<file path="config.mk">
export PLATFORM = sky130hd
export DESIGN_NAME = mem_port_arbiter
export DESIGN_NICKNAME = d
export VERILOG_FILES = /design/src/rtl/mem_arb_pkg.sv /design/src/rtl/mem_arb_streak_ctr.sv /design/src/rtl/mem_port_arbiter.sv
export SDC_FILE = /design/constraint.sdc
export NUM_CORES = 1
export LEC_CHECK = 0
export ABC_CLOCK_PERIOD_IN_PS = 1920
export BUFFER_PORTS_ARGS = -buffer_cell sky130_fd_sc_hd__buf_2
export CAP_MARGIN = 20
export CORE_AREA = 2 2 140 142
export DETAILED_ROUTE_END_ITERATION = 8
export DIE_AREA = 0 0 142 144
export PLACE_DENSITY = 0.74
export SYNTH_ARGS = -nofsm -noshare
export SYNTH_HDL_FRONTEND = slang
export SYNTH_HIERARCHICAL = 1
export SYNTH_SLANG_ARGS = --single-unit
</file>
<file path="constraint.sdc">
create_clock -name clk -period 1.92 [get_ports clk]
set_input_delay 0.096 -clock clk [delete_from_list [all_inputs] [get_ports clk]]
set_output_delay 0.096 -clock clk [all_outputs]
set_load 0.02 [all_outputs]
</file>
<file path="src/rtl/mem_arb_pkg.sv">
// mem_arb_pkg: shared encodings and defaults for the memory port arbiter.
//   arb_state_e   : arbiter FSM state encoding (IDLE/REQ/WAIT/RESP)
//   arb_owner_e   : owner of the outstanding memory transaction (NONE/IF/DM)
//   DEF_MAX_DATA_STREAK : default data-grant streak before fetch is forced
//   PERF_W        : width of the optional performance counters
//   cnt_width()   : bits needed to hold 0..max_val (at least 1)
package mem_arb_pkg;

    typedef enum logic [1:0] {
        IDLE = 2'd0,
        REQ  = 2'd1,
        WAIT = 2'd2,
        RESP = 2'd3
    } arb_state_e;

    typedef enum logic [1:0] {
        NONE = 2'd0,
        IF   = 2'd1,
        DM   = 2'd2
    } arb_owner_e;

    localparam int unsigned DEF_MAX_DATA_STREAK = 4;
    localparam int unsigned PERF_W              = 32;

    // Width of a counter that must reach max_val inclusive.
    function automatic int unsigned cnt_width(input int unsigned max_val);
        int unsigned w;
        w = $clog2(max_val + 1);
        return (w < 1) ? 1 : w;
    endfunction

endpackage

</file>
<file path="src/rtl/mem_arb_streak_ctr.sv">
// mem_arb_streak_ctr: counts consecutive data grants made while fetch waits.
//   clk, reset    : clock, async active-low reset
//   grant_dm      : data port granted this cycle
//   grant_if      : fetch port granted this cycle
//   if_pending    : fetch request present at the time of the grant
//   force_if      : streak has reached MAX_DATA_STREAK; fetch must win next
module mem_arb_streak_ctr
    import mem_arb_pkg::*;
#(
    parameter int unsigned MAX_DATA_STREAK = DEF_MAX_DATA_STREAK
) (
    input  logic clk,
    input  logic reset,
    input  logic grant_dm,
    input  logic grant_if,
    input  logic if_pending,
    output logic force_if
);

    localparam int unsigned         CNT_W   = cnt_width(MAX_DATA_STREAK);
    localparam logic [CNT_W-1:0]    MAX_CNT = CNT_W'(MAX_DATA_STREAK);

    logic [CNT_W-1:0] streak_q;
    logic [CNT_W-1:0] streak_d;

    // Saturating streak; any fetch grant or an uncontested data grant clears it.
    always_comb begin
        streak_d = streak_q;
        if (grant_if) begin
            streak_d = '0;
        end else if (grant_dm) begin
            if (!if_pending) begin
                streak_d = '0;
            end else if (streak_q != MAX_CNT) begin
                streak_d = streak_q + CNT_W'(1);
            end
        end
    end

    // force_if is registered from the next-state so it lines up with streak_q.
    always_ff @(posedge clk or negedge reset) begin
        if (!reset) begin
            streak_q <= '0;
            force_if <= 1'b0;
        end else begin
            streak_q <= streak_d;
            force_if <= (streak_d == MAX_CNT);
        end
    end

endmodule

</file>
<file path="src/rtl/mem_port_arbiter.sv">
// mem_port_arbiter: shares one single-ported, variable-latency memory between
// the instruction-fetch port (if_*) and the MEM-stage load/store port (dm_*).
// One transaction outstanding; data has priority, with a streak guard that
// forces a waiting fetch through after MAX_DATA_STREAK data grants.
//   clk, reset             : clock, async active-low reset
//   if_req/if_addr         : fetch request (held until if_ready)
//   if_rdata/if_ready      : fetch data, one-cycle completion pulse
//   dm_req/we/addr/wdata   : data request (held until dm_ready)
//   dm_rdata/dm_ready      : load data, one-cycle completion pulse
//   stall_if/stall_mem     : combinational stalls for the hazard logic
//   mem_req/we/addr/wdata  : memory request, held until mem_gnt
//   mem_gnt/valid/rdata    : memory accept, response pulse, response data
//   perf_*                 : grant/wait counters, present only when
//                            MEM_ARB_PERF_CNT_EN is defined (else tied to 0)
module mem_port_arbiter
    import mem_arb_pkg::*;
#(
    parameter int unsigned ADDR_W          = 32,
    parameter int unsigned DATA_W          = 32,
    parameter int unsigned MAX_DATA_STREAK = DEF_MAX_DATA_STREAK
) (
    input  logic              clk,
    input  logic              reset,
    input  logic              if_req,
    input  logic [ADDR_W-1:0] if_addr,
    output logic [DATA_W-1:0] if_rdata,
    output logic              if_ready,
    input  logic              dm_req,
    input  logic              dm_we,
    input  logic [ADDR_W-1:0] dm_addr,
    input  logic [DATA_W-1:0] dm_wdata,
    output logic [DATA_W-1:0] dm_rdata,
    output logic              dm_ready,
    output logic              stall_if,
    output logic              stall_mem,
    output logic              mem_req,
    output logic              mem_we,
    output logic [ADDR_W-1:0] mem_addr,
    output logic [DATA_W-1:0] mem_wdata,
    input  logic              mem_gnt,
    input  logic              mem_valid,
    input  logic [DATA_W-1:0] mem_rdata,
    output logic [PERF_W-1:0] perf_if_grants,
    output logic [PERF_W-1:0] perf_dm_grants,
    output logic [PERF_W-1:0] perf_wait_cycles
);

    arb_state_e        state_q;
    arb_owner_e        owner_q;
    logic              mem_req_q;
    logic              we_q;
    logic [ADDR_W-1:0] addr_q;
    logic [DATA_W-1:0] wdata_q;
    logic [DATA_W-1:0] if_rdata_q;
    logic [DATA_W-1:0] dm_rdata_q;
    logic              if_ready_q;
    logic              dm_ready_q;

    logic              force_if;
    logic              grant_dm;
    logic              grant_if;

    // Arbitration: only in IDLE; data wins unless the streak guard has tripped.
    always_comb begin
        grant_dm = 1'b0;
        grant_if = 1'b0;
        if (state_q == IDLE) begin
            if (dm_req && !(if_req && force_if)) begin
                grant_dm = 1'b1;
            end else if (if_req) begin
                grant_if = 1'b1;
            end
        end
    end

    mem_arb_streak_ctr #(
        .MAX_DATA_STREAK (MAX_DATA_STREAK)
    ) u_streak (
        .clk        (clk),
        .reset      (reset),
        .grant_dm   (grant_dm),
        .grant_if   (grant_if),
        .if_pending (if_req),
        .force_if   (force_if)
    );

    // Transaction FSM; request fields are latched at grant so the requester
    // may drop or change its inputs without disturbing the memory cycle.
    always_ff @(posedge clk or negedge reset) begin
        if (!reset) begin
            state_q    <= IDLE;
            owner_q    <= NONE;
            mem_req_q  <= 1'b0;
            we_q       <= 1'b0;
            addr_q     <= '0;
            wdata_q    <= '0;
            if_rdata_q <= '0;
            dm_rdata_q <= '0;
            if_ready_q <= 1'b0;
            dm_ready_q <= 1'b0;
        end else begin
            if_ready_q <= 1'b0;
            dm_ready_q <= 1'b0;
            case (state_q)
                IDLE: begin
                    if (grant_dm) begin
                        owner_q   <= DM;
                        we_q      <= dm_we;
                        addr_q    <= dm_addr;
                        wdata_q   <= dm_wdata;
                        mem_req_q <= 1'b1;
                        state_q   <= REQ;
                    end else if (grant_if) begin
                        owner_q   <= IF;
                        we_q      <= 1'b0;
                        addr_q    <= if_addr;
                        wdata_q   <= '0;
                        mem_req_q <= 1'b1;
                        state_q   <= REQ;
                    end
                end
                REQ: begin
                    if (mem_gnt) begin
                        mem_req_q <= 1'b0;
                        state_q   <= WAIT;
                    end
                end
                WAIT: begin
                    // Store responses carry no data; dm_rdata keeps the last load.
                    if (mem_valid) begin
                        if (owner_q == IF) begin
                            if_rdata_q <= mem_rdata;
                        end else if (owner_q == DM && !we_q) begin
                            dm_rdata_q <= mem_rdata;
                        end
                        if_ready_q <= (owner_q == IF);
                        dm_ready_q <= (owner_q == DM);
                        state_q    <= RESP;
                    end
                end
                RESP: begin
                    owner_q <= NONE;
                    state_q <= IDLE;
                end
                default: begin
                    state_q <= IDLE;
                end
            endcase
        end
    end

    assign mem_req   = mem_req_q;
    assign mem_we    = we_q;
    assign mem_addr  = addr_q;
    assign mem_wdata = wdata_q;
    assign if_rdata  = if_rdata_q;
    assign dm_rdata  = dm_rdata_q;
    assign if_ready  = if_ready_q;
    assign dm_ready  = dm_ready_q;

    assign stall_if  = if_req & ~if_ready_q;
    assign stall_mem = dm_req & ~dm_ready_q;

`ifdef MEM_ARB_PERF_CNT_EN
    logic [PERF_W-1:0] perf_if_q;
    logic [PERF_W-1:0] perf_dm_q;
    logic [PERF_W-1:0] perf_wait_q;

    // Free-running wrap-around counters.
    always_ff @(posedge clk or negedge reset) begin
        if (!reset) begin
            perf_if_q   <= '0;
            perf_dm_q   <= '0;
            perf_wait_q <= '0;
        end else begin
            if (grant_if) begin
                perf_if_q <= perf_if_q + PERF_W'(1);
            end
            if (grant_dm) begin
                perf_dm_q <= perf_dm_q + PERF_W'(1);
            end
            if (stall_if || stall_mem) begin
                perf_wait_q <= perf_wait_q + PERF_W'(1);
            end
        end
    end

    assign perf_if_grants   = perf_if_q;
    assign perf_dm_grants   = perf_dm_q;
    assign perf_wait_cycles = perf_wait_q;
`else
    assign perf_if_grants   = '0;
    assign perf_dm_grants   = '0;
    assign perf_wait_cycles = '0;
`endif

endmodule

</file>
Word-level counts from Yosys, hierarchy flattened --
Index checks and enable logic that the tools add are counted.
Word-level totals: register bits after elaboration 140, input bits 135, output and inout port bits 230, word-level logic and storage cells 73
Operators by class: $add $sub $neg 1, eq/ne operators 10, multiplexer cells 30, bitwise gates (word level) 5, reductions and logical operators 15
Operator list (count):
- 2-to-1 mux 32 bit | 4
- 2-to-1 mux 1 bit | 14
- 2-to-1 mux 3 bit | 4
- 2-to-1 mux 2 bit | 5
- AND reduction 3 bit | 3
- one-hot mux 2 bit (4 select lines) | 1
- == test 2 bit, second input constant | 3
- != test 3 bit, second input constant | 2
- nonzero test 2 bit | 3
- == test 2 x 1 -> 1 bit, second input constant | 2
- != test 2 bit, second input constant | 2
- one-hot mux 2 bit (2 select lines) | 1
- AND reduction 2 bit | 2
- AND reduction 4 bit | 1
- adder 3 x 1 -> 3 bit, second input constant | 1
- == test 3 bit, second input constant | 1
- logical AND 1 bit | 3
- NOT 1 bit | 3
- bitwise AND 1 bit | 2
- zero test 1 bit | 2
- zero test 2 bit | 1
- one-hot mux 1 bit (2 select lines) | 1

Logic depth before layout (Yosys ltp) --
Gate-level depths: netlist of the first run.
depth after elaboration 8, gate-level depth with buffers 9, depth with buffers taken out 7

Hierarchy --
The synthesis of the first run kept the hierarchy.
Modules (own cells, without submodules):
- mem_port_arbiter | instances 1, cells an instance 452, area an instance 6038.3 um^2, seq. area each 3403.3 um^2
- mem_arb_streak_ctr | instances 1, cells an instance 22, area an instance 241.5 um^2, seq. area each 100.1 um^2

Worst setup path before layout of the first run --
Ideal clock, no wire load.
path kind register to register, from register state_q[0], to register u_streak.force_if, library setup time 80 ps, arrival time 1819 ps, data required time 1840 ps, slack 21 ps, stages on the path, launching flop included 10, buffers on the path 2, clock period less this slack 1899 ps, cells stage by stage dfrtp_1 inv_1 ha_1 nand2_1 a21oi_2 buf_2 buf_2 a21oi_1 a2111oi_2 nor3b_2
Between the ends: cells in the longest elaborated chain, start to end 5, elaborated cells on any way between the ends 6, classes of those cells eq/ne: 1; mux: 4; reduce/logical: 1
RTL lines:
- start: declaration | RTL line mem_port_arbiter.sv:48 | arb_state_e state_q;
- start signal: assignment | RTL line mem_port_arbiter.sv:91 | state_q <= IDLE;
- start signal: assignment | RTL line mem_port_arbiter.sv:112 | state_q <= REQ;
- start signal: assignment | RTL line mem_port_arbiter.sv:119 | state_q <= REQ;
- zero test 2 bit | RTL line mem_port_arbiter.sv:67 | if (state_q == IDLE) begin
- 2-to-1 mux 1 bit | RTL line mem_port_arbiter.sv:67
- via grant_dm | RTL line mem_port_arbiter.sv:60 | logic grant_dm;
- 2-to-1 mux 3 bit | RTL line mem_arb_streak_ctr.sv:31 | end else if (grant_dm) begin
- 2-to-1 mux 3 bit | RTL line mem_arb_streak_ctr.sv:29 | if (grant_if) begin
- via u_streak.streak_d[2] | RTL line mem_arb_streak_ctr.sv:24 | logic [CNT_W-1:0] streak_d;
- == test 3 bit | RTL line mem_arb_streak_ctr.sv:47 | force_if <= (streak_d == MAX_CNT);
- end signal: assignment | RTL line mem_arb_streak_ctr.sv:47
- end: declaration | RTL line mem_arb_streak_ctr.sv:17 | output logic force_if
The timed path passes the listed nets, and every way through them passes these cells. A chain may end at the register's enable or synchronous reset.

Worst setup path after layout of the first run --
from register state_q[0], to register dm_rdata_q[24] (netlist: dm_rdata[24])
Between the ends: cells in the longest elaborated chain, start to end 2
RTL lines:
- == test 2 bit | RTL line mem_port_arbiter.sv:104 | case (state_q)
- AND reduction 4 bit (no source line)
- end signal: assignment | RTL line mem_port_arbiter.sv:134 | dm_rdata_q <= mem_rdata;
- end: declaration | RTL line mem_port_arbiter.sv:55 | logic [DATA_W-1:0] dm_rdata_q;
No other way between the ends.

==> impl_metrics.tcl, run 1 <==
set metrics [dict create \
    routedWlPerCell_um 15.4 \
    routed_wl_mm 17.6 \
    place_ws_ps -6.00 \
    cts_buffers 17 \
    tns_ps 0 \
    r2r_slack_ps 90 \
    ys_top_cells_by_area "dfrtp_1, buf_4, mux2_2" \
    cp.buffers_inverters 3 \
    area_growth_pct 53.1 \
    layout_setup_ws_ps 87.5 \
    die_h_um 144 \
    clock_skew_ps 4.06 \
    yosysTopAreaCell "dfrtp_1" \
    path_class "flip-flop to flip-flop" \
    netlist_area_mm2 0.00628 \
    crit_chain "inv_2 -> ha_4 -> nand2_2 -> nor4b_4 -> buf_4 -> clkbuf_16 -> mux2_2" \
    startpoint "state_q[0]$_DFFE_PN0P_" \
    placed_area_mm2 0.00764 \
    p_per_area_mw_per_mm2 1490 \
    period_needed_ps 1830 \
    timing.rr.end "dm_rdata[24]$_DFFE_PN0P_" \
    cts_htree_levels 4 \
    rr_startpoint "state_q[0]$_DFFE_PN0P_" \
    start_util_pct 32.9 \
    netlist.area_leader.share_pct 55.8 \
    period_share_pct 95.4 \
    cts_buffer_depth 2 \
    regArea_mm2 0.00350 \
    yosysWarningCount 6 \
    maxSlewViolCount 0 \
    synthFlopType "dfrtp_1" \
    clock.fmax_mhz 546 \
    status "finished clean" \
    netlist_top_cells_count "dfrtp_1, buf_4, mux2_2" \
    end_kind "flip-flop" \
    design.core.area_mm2 0.0191 \
    worst_path_max_delay_cell "dfrtp_1" \
    setup_violations 0 \
    crit_path_end "dm_rdata[24]$_DFFE_PN0P_" \
    multi_input_area_mm2 0.00230 \
    clk_pin_slew_ps 60 \
    grt_start_max_net_pins 55 \
    dr.pass1.iters 4 \
    cp-start-kind "flip-flop" \
    cp.depth 7 \
    max_stage_delay_ps 420 \
    cts.sinks 140 \
    cts-root-buf "clkbuf_16" \
    place_congestion 0.698 \
    cts_tree "built" \
    ios 365 \
    cp.arrival_ps 2130 \
    dieArea_mm2 0.0204 \
    crit_family "buffers and inverters" \
    num-nets-final 1029 \
    p_leak_nw 4.97 \
    grt_usage_pct 16.6 \
    tightest_slew_ps 992 \
    hold_viol 0 \
    clk_latency_ps 410 \
    first_global_vias 5179 \
    reg2regPathDepth 7 \
    dp_hpwl_mm 10.9 \
    grt_pass1_wl_mm 26.3 \
    required_ps 2220 \
    drive_gt1_share_pct 43.6 \
    grt_antenna_before_repair 1 \
    vias_per_cell 4.49 \
    ant_nets 0 \
    first_iter_violations 150 \
    synth_seq_area_share_pct 55.8 \
    worstPathMaxFanout 16 \
    io_buffers 268 \
    grt_overflow 0 \
    num_rows 51 \
    vdd.ir_drop.worst_uv 761 \
    hold_path_class "input pin to flip-flop" \
    slew_headroom_pct 33.6 \
    syn_area_per_cell_um2 13.2 \
    ys_types 35 \
    drc_errors 0 \
    fill_cells 1613 \
    grt_setup_unrepaired "true" \
    cap_violations 0 \
    vias 5116 \
    die_w_um 142 \
    synthCells 474 \
    synth_most_common_cell "dfrtp_1" \
    ys_async_sr_fraction_pct 100 \
    ys_ff_latch 140 \
    synth_edf_count 0 \
    final_util_pct 50.4 \
    stdcell_area_mm2 0.00961 \
]
[layout by cell type (no fill, tap or decap), types with 4 or more instances in the layout]
| master | instances |
|---|---|
| a221o_1 | 32 |
| a22o_1 | 33 |
| and2_0 | 24 |
| and2_1 | 10 |
| buf_12 | 5 |
| buf_2 | 267 |
| buf_4 | 13 |
| clkbuf_16 | 18 |
| conb_1 | 96 |
| dfrtp_1 | 140 |
| dlygate4sd3_1 | 131 |
| ha_1 | 4 |
| inv_1 | 7 |
| mux2_2 | 63 |
| nand2_1 | 4 |
| nor2b_1 | 5 |
[layer usage]
| layer | wire length, um | vias up | global-route usage [%] |
|---|---|---|---|
| met4 | 278 | 0 | 5.11 |
| met1 | 6710 | 2531 | 18.1 |
| met2 | 9410 | 232 | 30.9 |
| met5 | 0 | - | 0 |
| li1 | - | 2330 | - |
| met3 | 1170 | 23 | 5.20 |
[cell families (layout without fill, tap and decap cells)]
group / after synthesis / in the layout / synth area share (%)
AOI/OAI and AO/OA: 79 / 79 / 11.4
buffers and inverters: 127 / 459 / 13.9
muxes: 65 / 65 / 11.7
and+or+nand+nor: 55 / 55 / 5.82
xor gates and xnor gates: 1 / 1 / 0.139
DFF: 140 / 140 / 55.8
adders and majority gates: 6 / 6 / 1.20
other: 1 / 97 / 0.0597
[flip-flops by register name, indices dropped and copies added, names as in the netlist]
| signal | count |
|---|---|
| if_ready | 1 |
| owner_q | 2 |
| mem_we | 1 |
| state_q | 2 |
| u_streak/force_if | 1 |
| mem_wdata | 32 |
| mem_req | 1 |
| u_streak/streak_q | 3 |
| mem_addr | 32 |
| dm_ready | 1 |
| dm_rdata | 32 |
| if_rdata | 32 |
[metrics by stage]
stage | hold slack (ps) | instances | power [mW]
final | 53.3 | 1140 | 14.3
after detailed placement | 88.9 | 971 | 10.8
after global placement | 86.9 | 971 | 10.6
after global routing | 36.8 | 1139 | 15.2
after floorplan | -200 | 569 | 8.81
after CTS | 84.5 | 1137 | 14.3
[worst register-to-register path, stage by stage (launching register included)]
cell       delay [ps]
dfrtp_1           420
inv_2             100
ha_4              150
nand2_2            70
nor4b_4           260
buf_4             180
clkbuf_16         190
mux2_2            350
[layout make-up]
class                      count  share of cell area (%)
antenna                        1                  0.0260
clock buffer                  21                    4.69
timing repair buffer         419                    30.1
tap                          238                    3.10
clock inverter                11                    1.41
inverter                       8                   0.312
sequential                   140                    36.4
multi-input combinational    302                    23.9
[worst min-delay path by stage]
stage | start | slack [ps] | to | cells past startpoint
2_1_floorplan | reset | -200 | dm_rdata[0]$_DFFE_PN0P_ | 0
3_3_place_gp | reset | 90 | dm_rdata[8]$_DFFE_PN0P_ | 1
3_5_place_dp | reset | 90 | dm_rdata[2]$_DFFE_PN0P_ | 1
4_1_cts | mem_valid | 80 | dm_ready$_DFF_PN0_ | 3
5_1_grt | mem_valid | 40 | dm_ready$_DFF_PN0_ | 3
6_report | mem_valid | 50 | dm_ready$_DFF_PN0_ | 3
[what timing repair did]
action,in CTS,in global routing
hold buffers,131,0
cloned,0,1
gates resized for setup,0,6
endpoints found under the setup margin,1,67
pin swaps,0,1
buffers inserted,3,1
hold endpoints to repair,179,0
[power by group]
part	switching (mW)	total (mW)	leakage [nW]	internal [mW]
clock	1.26	3.23	0.275	1.97
sequential	0.705	4.95	1.78	4.24
combinational	3.50	6.11	2.91	2.61
No activity file was read; power rests on OpenSTA's default activity.
==> run 2: changes to the inputs <==
Settings changed: REMOVE_ABC_BUFFERS set to 1.
==> impl_metrics.tcl, run 2 (synthesized netlist as in run 1, its figures left out) <==
set metrics [dict create \
    cts_tree "built" \
    cp-start-kind "flip-flop" \
    tns_ps 0 \
    cts_htree_levels 4 \
    die_w_um 142 \
    ant_nets 0 \
    layout_commonest_cell "buf_2" \
    antenna_cells 0 \
    final_util_pct 50.8 \
    p_per_area_mw_per_mm2 1500 \
    cts_buffer_depth 2 \
    dr.pass1.iters 4 \
    finalPower_mw 14.6 \
    p_clk_share_pct 22.4 \
    die_h_um 144 \
    ios 365 \
    cts.sinks 140 \
    p_leak_nw 5.02 \
    slew_headroom_pct 63.6 \
    vdd.ir_drop.worst_uv 703 \
    start_util_pct 32.9 \
    crit_family "buffers and inverters" \
    regArea_mm2 0.00350 \
    final_cell_mix "buf_2, dfrtp_1, dlygate4sd3_1" \
    grt_start_max_net_pins 62 \
    vias 5135 \
    timing.rr.end "dm_rdata[14]$_DFFE_PN0P_" \
    rr_startpoint "state_q[0]$_DFFE_PN0P_" \
    r2r_slack_ps 70 \
    grt_pass1_wl_mm 27.7 \
    first_global_vias 5288 \
    cap_violations 0 \
    hold_path_class "input pin to flip-flop" \
    cp.arrival_ps 2130 \
    dp_hpwl_mm 11.4 \
    holdWs_ps 89.1 \
    routedWlPerCell_um 16.3 \
    first_iter_violations 240 \
    clock_skew_ps 13.6 \
    fill_cells 1623 \
    dieArea_mm2 0.0204 \
    seqPwrFrac_pct 34.2 \
    crit_chain "inv_2 -> ha_4 -> nand2_4 -> nor4b_4 -> buf_6 -> clkbuf_16 -> mux2_4" \
    grt_usage_pct 17.5 \
    io_buffers 268 \
    startpoint "state_q[0]$_DFFE_PN0P_" \
    end_kind "flip-flop" \
    drive_gt1_share_pct 44.1 \
    drc_errors 0 \
    required_ps 2200 \
    multi_input_area_mm2 0.00234 \
    num_rows 51 \
    num-nets-final 1031 \
    p_int_mw 8.92 \
    clk_pin_slew_ps 60 \
    cts-root-buf "clkbuf_16" \
    setup_violations 0 \
    status "finished clean" \
    routed_wl_mm 18.6 \
    crit_path_end "dm_rdata[14]$_DFFE_PN0P_" \
    tightest_slew_ps 545 \
    place_congestion 0.827 \
    reg2regPathDepth 7 \
    max_stage_delay_ps 410 \
    path_class "flip-flop to flip-flop" \
    hold_viol 0 \
    clk_latency_ps 410 \
    switchingPower_mw 5.64 \
    worstPathMaxFanout 8 \
    combPwrFrac_pct 43.4 \
    cp.depth 7 \
    clock.fmax_mhz 540 \
    worst_path_max_delay_cell "dfrtp_1" \
    switching_share_pct 38.7 \
    design.core.area_mm2 0.0191 \
    period_needed_ps 1850 \
    maxSlewViolCount 0 \
    period_share_pct 96.5 \
    cp.buffers_inverters 3 \
    grt_antenna_before_repair 0 \
    vias_per_cell 4.50 \
    grt_overflow 0 \
    area_growth_pct 54.5 \
    cts_buffers 17 \
]
==> run 2: cell count changes in the layout (fill, tap and decap cells not counted), sizes merged <==
cell,delta
inv,+3
a21oi,+1
dlygate4sd3,+1
clkinvlp,-1
diode,-1
clkinv,+1
clkbuf,-3
==> run 2: per-layer routing <==
metal | track usage [%] | vias up | routed length [um]
met5 | 0 | - | 0
met4 | 6.89 | 0 | 415
met3 | 4.04 | 32 | 929
met2 | 31.3 | 237 | 10100
met1 | 20.3 | 2540 | 7160
li1 | - | 2326 | -
==> run 2: how the worst min path moves through the flow <==
stage / endpoint / cells past startpoint / slack [ps] / startpoint
after global routing: u_streak/streak_q[2]$_DFF_PN0_ / 3 / 100 / if_req
after detailed placement: dm_rdata[21]$_DFFE_PN0P_ / 1 / 110 / reset
final: u_streak/streak_q[2]$_DFF_PN0_ / 3 / 90 / if_req
after global placement: dm_rdata[21]$_DFFE_PN0P_ / 1 / 110 / reset
after CTS: dm_ready$_DFF_PN0_ / 3 / 20 / mem_valid
after floorplan: dm_rdata[0]$_DFFE_PN0P_ / 0 / -200 / reset
==> run 2: final cells by class <==
type / instances / area share (%)
Clock buffer: 18 / 4.42
Clock inverter: 14 / 1.63
Inverter: 8 / 0.310
Multi-Input combinational cell: 303 / 24.2
Sequential cell: 140 / 36.1
Tap cell: 238 / 3.07
Timing Repair Buffer: 420 / 30.3
==> run 2: power by group through the flow <==
stage          sequential (mW)  combinational (mW)  clock, mW
6_report                  4.98                6.31       3.27
5_1_grt                   5.13                6.73       3.48
4_1_cts                   4.94                6.10       3.36
3_5_place_dp              4.95                5.89          0
3_3_place_gp              4.94                5.78          0
2_1_floorplan             6.41                2.17          0
==> run 2: worst register-to-register path, cell delays in order (launching register included) <==
cell and delay (ps):
dfrtp_1 410, inv_2 100, ha_4 160, nand2_4 50
nor4b_4 350, buf_6 180, clkbuf_16 180, mux2_4 300
==> run 2: per-stage QoR <==
step	instance area, um^2	cells	setup WS, ps
2_1_floorplan	5790	450	-1120
3_3_place_gp	7650	970	115
3_5_place_dp	7650	970	55.0
4_1_cts	9550	1133	55.6
5_1_grt	9700	1141	-5.04
6_report	9700	1141	68.1
==> run 2: timing repair <==
action / in CTS / in global routing
resized for setup: 0 / 17
buffers inserted: 0 / 4
hold endpoints to repair: 183 / 1
setup endpoints to repair: 0 / 34
hold buffers: 131 / 1
